===== src/rtl/ula_arbiter.sv =====
// Round-robin front end for the shared registered ALU: accepts one command from
// either of two requesters, holds the ALU inputs for ALU_LAT edges, and returns a tagged response.
module ula_arbiter #(
    parameter int WIDTH   = 32,
    parameter int ALU_LAT = 1
) (
    input  logic             clk,
    input  logic             rst_n,
    input  logic             req0_valid,
    output logic             req0_ready,
    input  logic [1:0]       req0_op,
    input  logic [WIDTH-1:0] req0_a,
    input  logic [WIDTH-1:0] req0_b,
    input  logic             req1_valid,
    output logic             req1_ready,
    input  logic [1:0]       req1_op,
    input  logic [WIDTH-1:0] req1_a,
    input  logic [WIDTH-1:0] req1_b,
    output logic [1:0]       alu_op,
    output logic [WIDTH-1:0] alu_a,
    output logic [WIDTH-1:0] alu_b,
    input  logic [WIDTH-1:0] alu_result,
    input  logic             alu_v,
    input  logic             alu_c,
    input  logic             alu_n,
    input  logic             alu_z,
    output logic             rsp_valid,
    input  logic             rsp_ready,
    output logic             rsp_id,
    output logic [WIDTH-1:0] rsp_result,
    output logic [3:0]       rsp_flags,
    output logic             busy
);

    // Handshakes: a transfer happens on a rising edge where valid and ready are both high;
    // valid must not depend on ready, and the producer holds its payload until the transfer.

    typedef enum logic [1:0] {IDLE = 2'd0, EXEC = 2'd1, RESP = 2'd2} state_t;

    localparam int CW = (ALU_LAT < 1) ? 1 : $clog2(ALU_LAT + 1);

    state_t        state;
    state_t        state_nx;
    logic [CW-1:0] cnt;
    logic          last_grant;
    logic          grant;
    logic          grant_vld;
    logic          accept;
    logic          capture;
    logic          rsp_done;

    // Round-robin: on contention the requester that did not win last time goes next.
    always_comb begin
        grant     = 1'b0;
        grant_vld = 1'b0;
        if (req0_valid && req1_valid) begin
            grant     = ~last_grant;
            grant_vld = 1'b1;
        end else if (req0_valid) begin
            grant     = 1'b0;
            grant_vld = 1'b1;
        end else if (req1_valid) begin
            grant     = 1'b1;
            grant_vld = 1'b1;
        end
    end

    assign accept   = (state == IDLE) && grant_vld;
    assign capture  = (state == EXEC) && (cnt == '0);
    assign rsp_done = (state == RESP) && rsp_ready;

    always_ff @(posedge clk or negedge rst_n) begin
        if (!rst_n) state <= IDLE;
        else        state <= state_nx;
    end

    always_comb begin
        state_nx = state;
        case (state)
            IDLE:    if (accept)   state_nx = EXEC;
            EXEC:    if (capture)  state_nx = RESP;
            RESP:    if (rsp_done) state_nx = IDLE;
            default: state_nx = IDLE;
        endcase
    end

    always_comb begin
        req0_ready = 1'b0;
        req1_ready = 1'b0;
        busy       = (state != IDLE);
        if (state == IDLE && grant_vld) begin
            req0_ready = ~grant;
            req1_ready = grant;
        end
    end

    // ALU operands change only on an accept edge, so the ALU sees them stable through capture.
    always_ff @(posedge clk or negedge rst_n) begin
        if (!rst_n) begin
            alu_op     <= '0;
            alu_a      <= '0;
            alu_b      <= '0;
            rsp_id     <= 1'b0;
            last_grant <= 1'b1;
            cnt        <= '0;
            rsp_valid  <= 1'b0;
            rsp_result <= '0;
            rsp_flags  <= '0;
        end else begin
            if (accept) begin
                alu_op     <= grant ? req1_op : req0_op;
                alu_a      <= grant ? req1_a  : req0_a;
                alu_b      <= grant ? req1_b  : req0_b;
                rsp_id     <= grant;
                last_grant <= grant;
                cnt        <= CW'(ALU_LAT);
            end
            if (state == EXEC && cnt != '0) begin
                cnt <= cnt - 1'b1;
            end
            if (capture) begin
                rsp_result <= alu_result;
                rsp_flags  <= {alu_v, alu_c, alu_n, alu_z};
                rsp_valid  <= 1'b1;
            end
            if (rsp_done) begin
                rsp_valid <= 1'b0;
            end
        end
    end

endmodule

===== config.mk =====
export PLATFORM = sky130hd
export DESIGN_NAME = ula_arbiter
export DESIGN_NICKNAME = d
export VERILOG_FILES = /design/src/rtl/ula_arbiter.sv
export SDC_FILE = /design/constraint.sdc
export NUM_CORES = 1
export LEC_CHECK = 0
export ABC_AREA = 1
export ABC_CLOCK_PERIOD_IN_PS = 1600
export CAP_MARGIN = 10
export CORE_MARGIN = 5
export CORE_UTILIZATION = 29
export CTS_CLUSTER_SIZE = 25
export DETAILED_ROUTE_END_ITERATION = 10
export HOLD_SLACK_MARGIN = 0.02
export PLACE_DENSITY_LB_ADDON = 0.15
export SETUP_SLACK_MARGIN = 0.4
export SYNTH_ARGS = -nofsm -noshare
export SYNTH_HDL_FRONTEND = slang
export SYNTH_SLANG_ARGS = --single-unit
export TNS_END_PERCENT = 100

===== constraint.sdc =====
create_clock -name clk -period 1.6 [get_ports clk]
set_input_delay 0.4 -clock clk [delete_from_list [all_inputs] [get_ports clk]]
set_output_delay 0.4 -clock clk [all_outputs]
set_load 0.01 [all_outputs]

==> results of run 1 <==
[per-layer routing]
metal	wire length (microns)	track usage	vias up
li1	-	-	2828
met1	9140	0.255	2585
met2	9960	0.312	189
met3	1340	0.0397	27
met4	464	0.0682	0
met5	0	0	-
[final timing paths]
kind / start / end / slack [ps]
setup reg to reg: state[1] / alu_b[15] / -60
setup / recovery: state[1] / req0_ready / -110
max in group asynchronous: rst_n / alu_a[20] / 550
hold / removal: rsp_result[9] / rsp_result[9] / 470
min in group asynchronous: rst_n / alu_b[2] / 490
hold reg to reg: rsp_result[9] / rsp_result[9] / 470
[through the flow]
stage | hold slack, ps | worst slack, ps | instances | util
after floorplan | 104 | 258 | 685 | -
after global placement | 324 | -634 | 1162 | 0.473
after detailed placement | 322 | -658 | 1162 | 0.473
after CTS | 474 | -185 | 1220 | 0.515
after global routing | 484 | -200 | 1259 | 0.546
final | 473 | -113 | 1259 | 0.546
[where the power goes]
part / total (mW) / switching (mW) / internal (mW)
Combinational: 10.1 / 4.58 / 5.53
Clock: 2.36 / 1.08 / 1.28
Sequential: 4.87 / 0.804 / 4.06
[layout make-up]
cell class                      count  area share
Clock inverter                      6     0.00757
Inverter                            6     0.00412
Antenna cell                        1    0.000266
Multi-Input combinational cell    523       0.229
Sequential cell                   108       0.287
Timing Repair Buffer              380       0.417
Clock buffer                       10      0.0254
Tap cell                          225      0.0299
[state kept, by name, indices dropped and copies added, names as in the netlist]
register    count
rsp_result     32
rsp_valid       1
state           2
alu_b          32
last_grant      1
rsp_id          1
alu_a          32
cnt             1
rsp_flags       4
alu_op          2
[repair_timing]
item,4_1_cts,5_1_grt
hold endpoints to repair,14,0
gates cloned,10,10
hold buffers,1,0
gates resized for setup,520,25
endpoints found under the setup margin,177,213
pin swaps,2,2
buffers inserted,31,28
[layout by cell type (no fill, tap or decap)]
cell type,n
sky130_fd_sc_hd__buf_6,65
sky130_fd_sc_hd__buf_2,50
sky130_fd_sc_hd__nand2_8,1
sky130_fd_sc_hd__o21ai_0,3
sky130_fd_sc_hd__inv_6,1
sky130_fd_sc_hd__dfrtp_1,107
sky130_fd_sc_hd__nand3_1,102
sky130_fd_sc_hd__nor2_2,1
sky130_fd_sc_hd__buf_12,11
sky130_fd_sc_hd__dlygate4sd2_1,1
sky130_fd_sc_hd__inv_8,1
sky130_fd_sc_hd__nor2_4,2
sky130_fd_sc_hd__clkdlybuf4s50_1,169
sky130_fd_sc_hd__clkbuf_8,1
sky130_fd_sc_hd__nand2_1,410
sky130_fd_sc_hd__inv_16,1
sky130_fd_sc_hd__bufbuf_16,7
sky130_fd_sc_hd__inv_1,5
sky130_fd_sc_hd__o21ai_4,1
sky130_fd_sc_hd__dlygate4sd3_1,1
sky130_fd_sc_hd__diode_2,1
sky130_fd_sc_hd__bufinv_16,1
sky130_fd_sc_hd__dfstp_2,1
sky130_fd_sc_hd__clkinv_2,1
sky130_fd_sc_hd__nand2_2,2
sky130_fd_sc_hd__clkinvlp_4,1
sky130_fd_sc_hd__a21oi_4,1
sky130_fd_sc_hd__buf_8,6
sky130_fd_sc_hd__clkbuf_16,14
sky130_fd_sc_hd__buf_16,4
sky130_fd_sc_hd__buf_4,61
sky130_fd_sc_hd__clkinv_4,1
[logic make-up (layout without fill, tap and decap cells)]
| kind of cell | Yosys count | in the layout |
|---|---|---|
| DFF | 108 | 108 |
| buffers and inverters | 54 | 402 |
| other | 0 | 1 |
| and+or+nand+nor | 518 | 518 |
| AOI/OAI and AO/OA | 5 | 5 |
[worst min-delay path: cells and delay by family (launching register included)]
kind,cells,cell delay (ps)
and+or+nand+nor,2,100
DFF,1,340
==> results.json, run 1 <==
{
  "outcome": "complete, but fails checks",
  "violations": "setup timing",
  "die_h_microns": 142,
  "netlist_top_cells_area": "sky130_fd_sc_hd__dfrtp_1, sky130_fd_sc_hd__nand2_1, sky130_fd_sc_hd__nand3_1",
  "critPathArrivalTime_ps": 1310,
  "cp.buffers_inverters": 2,
  "report.power.total_mw": 17.3,
  "critical-path-slowest-cell": "sky130_fd_sc_hd__dfrtp_1",
  "detail_route.iter0.violations": 219,
  "fill_cells": 1646,
  "maxSlewHeadroom": 0.509,
  "finalCritPeriodShare": 1.07,
  "synth_commonest_cells": "sky130_fd_sc_hd__nand2_1, sky130_fd_sc_hd__dfrtp_1, sky130_fd_sc_hd__nand3_1",
  "layout_min_cycle_time_ps": 1710,
  "final_standard_cell_area_without_fillers_sq_um": 9420,
  "final-hold-violation-count": 0,
  "worst_clock_skew_ps": 9.10,
  "tritoncts_num_sinks": 108,
  "grt_setup_unrepaired": "true",
  "netlist_area_sq_um": 5060,
  "fp.dieArea_sq_um": 20200,
  "ant_nets": 0,
  "share_of_cells_above_drive_strength_1": 0.227,
  "static_leakage_nw": 4.99,
  "maxSlewViolCount": 0,
  "multiInputGateArea_sq_um": 2160,
  "routed_via_density": 4.47,
  "critical_path_cell_count": 5,
  "path_clk_slew_ps": 80,
  "wirelength_microns": 20900,
  "ys_ff_latch": 108,
  "hpwlAfterDp_microns": 12900,
  "tritoncts.num_buffers": 9,
  "worst_setup_path_start_kind": "flop",
  "power-per-cell-area_nw_per_um2": 1840,
  "worst_slack_ps": -113,
  "syn_to_final_growth_pct": 86.0,
  "placement.io_buffers": 279,
  "synth_simple_gate_area_share": 0.409,
  "core_area_sq_um": 17200,
  "cts_root_buffer": "sky130_fd_sc_hd__clkbuf_16",
  "hold_path_depth": 2,
  "routedWlPerCell_microns": 16.6,
  "globalplace.congestion": 0.827,
  "netlist.top_cell.by_area": "sky130_fd_sc_hd__dfrtp_1",
  "htree_levels": 3,
  "yosys_warnings": 0,
  "initial_antenna_violation_count": 1,
  "boundaryPins": 280,
  "multiplexer_share_of_the_synthesized_area": 0,
  "core.rowCount": 48,
  "grt_first_pass_wirelength_microns": 30300,
  "max_cap_violations": 0,
  "sequential_cell_area_sq_um": 2700,
  "track_usage": 0.192,
  "asyncSetResetFlopFracSynth": 1.00,
  "setup_viol": 25,
  "timing.fmax_mhz": 584,
  "synth.most_common_cell": "sky130_fd_sc_hd__nand2_1",
  "fin_nets": 1201,
  "critPathMaxStageDelay_ps": 430,
  "grt_max_degree": 67,
  "critical_path_required_ps": 1200,
  "ir_worst_vdd_mv": 0.844,
  "first_global_vias": 5211,
  "synth_top_family_by_area": "simple AND/OR/NAND/NOR gates",
  "seq_area_frac_synth": 0.534,
  "worst_pin_slew_ps": 736,
  "global_route.overflow_total": 0,
  "cell_occurring_most_often_along_the_worst_timing_path": "sky130_fd_sc_hd__buf_6",
  "synth_fp_nets": 858,
  "synthDominantCellAreaShare": 0.529,
  "placedInstanceArea_sq_um": 8160,
  "post_synthesis_xor_xnor_area_fraction": 0,
  "setup-tns-final_ps": -1130,
  "endpoint_kind": "output pin",
  "routed-via-count": 5629,
  "cts-root-to-sink-buffers": 2,
  "start_util": 0.294,
  "hold_class": "reg2reg",
  "firstDrtPassIters": 4,
  "synth.distinct_cells": 14,
  "r2r_depth": 9,
  "tritoncts": "done",
  "synth_adder_area_share": 0,
  "synth_top_flop_cell": "sky130_fd_sc_hd__dfrtp_1",
  "cp_top_family": "flip-flops",
  "syn_area_per_cell_sq_um": 7.39,
  "synth_compound_gate_area_share": 0.00717,
  "drc_errors": 0,
  "critical_path_peak_fanout": 3,
  "worstSkewPairLatency_ps": 350,
  "dieWidth_microns": 142,
  "cp_cell_sequence": "nor2_4 -> buf_6 -> o21ai_4 -> a21oi_4 -> buf_6",
  "synthesized_instance_count": 685,
  "synth_enable_flop_cells": 0,
  "worstSetupPathType": "reg2out"
}
No activity file was read; power rests on OpenSTA's default activity.
==> inputs of run 2 (changes only) <==
--- a/config.mk
+++ b/config.mk
@@ -6,7 +6,7 @@
 export NUM_CORES = 1
 export LEC_CHECK = 0
 export ABC_AREA = 1
-export ABC_CLOCK_PERIOD_IN_PS = 1600
+export ABC_CLOCK_PERIOD_IN_PS = 1900
 export CAP_MARGIN = 10
 export CORE_MARGIN = 5
 export CORE_UTILIZATION = 29
==> constraint.sdc (replaced) <==
create_clock -name clk -period 1.9 [get_ports clk]
set_input_delay 0.475 -clock clk [delete_from_list [all_inputs] [get_ports clk]]
set_output_delay 0.475 -clock clk [all_outputs]
set_load 0.01 [all_outputs]
==> run 2 against run 1 <==
Net effect: the run now ends clean; flip-flop and latch count stayed put; non-clock buffer count decreased by 79; sequential share of layout area up 3.8 points; worst hold slack about the same; die area is the same; clock power fell by 23%; via count decreased by 8.1%; critical path type unchanged; largest power group unchanged.
==> results.json, run 2 (synthesis gave the netlist of run 1 again) <==
{
  "die_h_microns": 142,
  "detail_route.iter0.violations": 272,
  "path_clk_slew_ps": 80,
  "cts-root-to-sink-buffers": 2,
  "multiInputGateArea_sq_um": 2130,
  "r2r_end": "cnt",
  "worstSkewPairLatency_ps": 350,
  "drc_errors": 0,
  "largest_registers": "alu_a (32), alu_b (32), rsp_result (32)",
  "sequential_cell_area_sq_um": 2700,
  "preCtsSetupSlack_ps": -484,
  "core.rowCount": 48,
  "cts_root_buffer": "sky130_fd_sc_hd__clkbuf_16",
  "maxSlewViolCount": 0,
  "first_global_vias": 5028,
  "routedWlPerCell_microns": 15.1,
  "initial_antenna_violation_count": 0,
  "fill_cells": 1716,
  "core_area_sq_um": 17200,
  "critical_path_required_ps": 1420,
  "setup.worst_path.end": "req1_ready",
  "worstSetupPathType": "reg2out",
  "static_leakage_nw": 4.27,
  "htree_levels": 3,
  "layout.cells.most_common": "sky130_fd_sc_hd__nand2_1",
  "layout_min_cycle_time_ps": 1750,
  "maxSlewHeadroom": 0.658,
  "layout.core_utilization": 0.483,
  "routed_via_density": 4.39,
  "worst_clock_skew_ps": 13.8,
  "worst_setup_path_start_kind": "flop",
  "grt_max_degree": 67,
  "global_route.overflow_total": 0,
  "max_cap_violations": 0,
  "final-hold-violation-count": 0,
  "hold_class": "reg2reg",
  "routed-via-count": 5174,
  "fin_nets": 1122,
  "worstSetupStartpoint": "state[0]",
  "r2r_depth": 6,
  "worst_hold_slack_ps": 473,
  "syn_to_final_growth_pct": 64.3,
  "start_util": 0.294,
  "worstReg2RegStart": "state[0]",
  "ant_nets": 0,
  "placement.io_buffers": 279,
  "hpwlAfterDp_microns": 12800,
  "track_usage": 0.172,
  "power-per-cell-area_nw_per_um2": 1380,
  "firstDrtPassIters": 4,
  "most_used_cells_in_the_layout_excluding_fill_and_tap_cells": "sky130_fd_sc_hd__nand2_1, sky130_fd_sc_hd__clkdlybuf4s50_1, sky130_fd_sc_hd__dfrtp_1",
  "grt_setup_unrepaired": "true",
  "tritoncts.num_buffers": 9,
  "boundaryPins": 280,
  "diodes": 0,
  "ir_worst_vdd_mv": 0.617,
  "critical_path_peak_fanout": 2,
  "worst_setup_slack_for_register_to_register_paths_ps": 340,
  "tritoncts_num_sinks": 108,
  "dieWidth_microns": 142,
  "wirelength_microns": 17800,
  "globalplace.congestion": 0.736,
  "finalCritPeriodShare": 0.919,
  "critPathArrivalTime_ps": 1270,
  "grt_first_pass_wirelength_microns": 27600,
  "outcome": "completed",
  "setup_viol": 0,
  "timing.fmax_mhz": 572,
  "tritoncts": "done",
  "endpoint_kind": "output pin",
  "worst_pin_slew_ps": 512,
  "worst_slack_ps": 153,
  "share_of_cells_above_drive_strength_1": 0.0839,
  "fp.dieArea_sq_um": 20200
}
-- run 2: cell count changes in the layout (fill, tap and decap cells not counted), moves of 2 or more --
| cell | before | now |
|---|---|---|
| sky130_fd_sc_hd__clkdlybuf4s15_1 | 0 | 74 |
| sky130_fd_sc_hd__buf_6 | 65 | 3 |
| sky130_fd_sc_hd__buf_2 | 50 | 2 |
| sky130_fd_sc_hd__buf_4 | 61 | 15 |
| sky130_fd_sc_hd__clkbuf_2 | 0 | 25 |
| sky130_fd_sc_hd__buf_12 | 11 | 4 |
| sky130_fd_sc_hd__bufbuf_16 | 7 | 0 |
| sky130_fd_sc_hd__clkbuf_16 | 14 | 9 |
| sky130_fd_sc_hd__clkdlybuf4s15_2 | 0 | 5 |
| sky130_fd_sc_hd__buf_16 | 4 | 0 |
| sky130_fd_sc_hd__buf_8 | 6 | 2 |
| sky130_fd_sc_hd__nor2_4 | 2 | 0 |
-- run 2: per-layer routing --
layer	share of wire	vias up	track usage
met4	0.021	0	0.0621
met3	0.080	24	0.0521
met1	0.44	2327	0.224
met5	0	-	0
li1	-	2654	-
met2	0.46	169	0.271
-- run 2: final cells by class --
cell class                      instances  share of cell area
Tap cell                              225              0.0338
Clock inverter                          6             0.00556
Inverter                                6             0.00271
Sequential cell                       108               0.325
Timing Repair Buffer                  301               0.348
Clock buffer                           10              0.0287
Multi-Input combinational cell        523               0.256
-- run 2: metrics by stage --
step / setup TNS (ps) / instance area (sq um) / power [mW] / std cells
2_1_floorplan: 0 / 5100 / 6.86 / 685
3_3_place_gp: -22450 / 8110 / 10.3 / 1159
3_5_place_dp: -23820 / 8110 / 10.4 / 1159
4_1_cts: 0 / 8430 / 11.8 / 1179
5_1_grt: 0 / 8320 / 12.4 / 1179
6_report: 0 / 8320 / 11.5 / 1179
-- run 2: worst min-delay path by stage --
| stage | slack (ps) | from | cells past startpoint | endpoint |
|---|---|---|---|---|
| 3_3_place_gp | 310 | rst_n | 1 | alu_a[13] |
| 3_5_place_dp | 310 | rst_n | 1 | alu_a[17] |
| 5_1_grt | 480 | rst_n | 2 | alu_a[13] |
| 6_report | 470 | rsp_result[31] | 2 | rsp_result[31] |
| 4_1_cts | 470 | rst_n | 2 | alu_a[13] |
| 2_1_floorplan | 180 | rst_n | 0 | alu_a[0] |
-- run 2: critical path: stages, from the launching register on --
cell	delay, ps
sky130_fd_sc_hd__dfrtp_1	370
sky130_fd_sc_hd__nor2_1	100
sky130_fd_sc_hd__buf_4	140
sky130_fd_sc_hd__inv_1	60
sky130_fd_sc_hd__nor2_2	100
sky130_fd_sc_hd__buf_2	150
-- run 2: where the power goes --
part	internal (mW)	switching, mW	total [mW]
logic	2.44	3.21	5.65
clock network	0.936	0.885	1.82
registers	3.42	0.567	3.98
total	6.79	4.66	11.5
-- run 2: timing repair --
item	in CTS	in global routing
gates resized for setup	231	30
hold buffers	1	0
endpoints found under the setup margin	175	97
buffers inserted	3	0
pin swaps	2	0
hold endpoints to repair	4	0
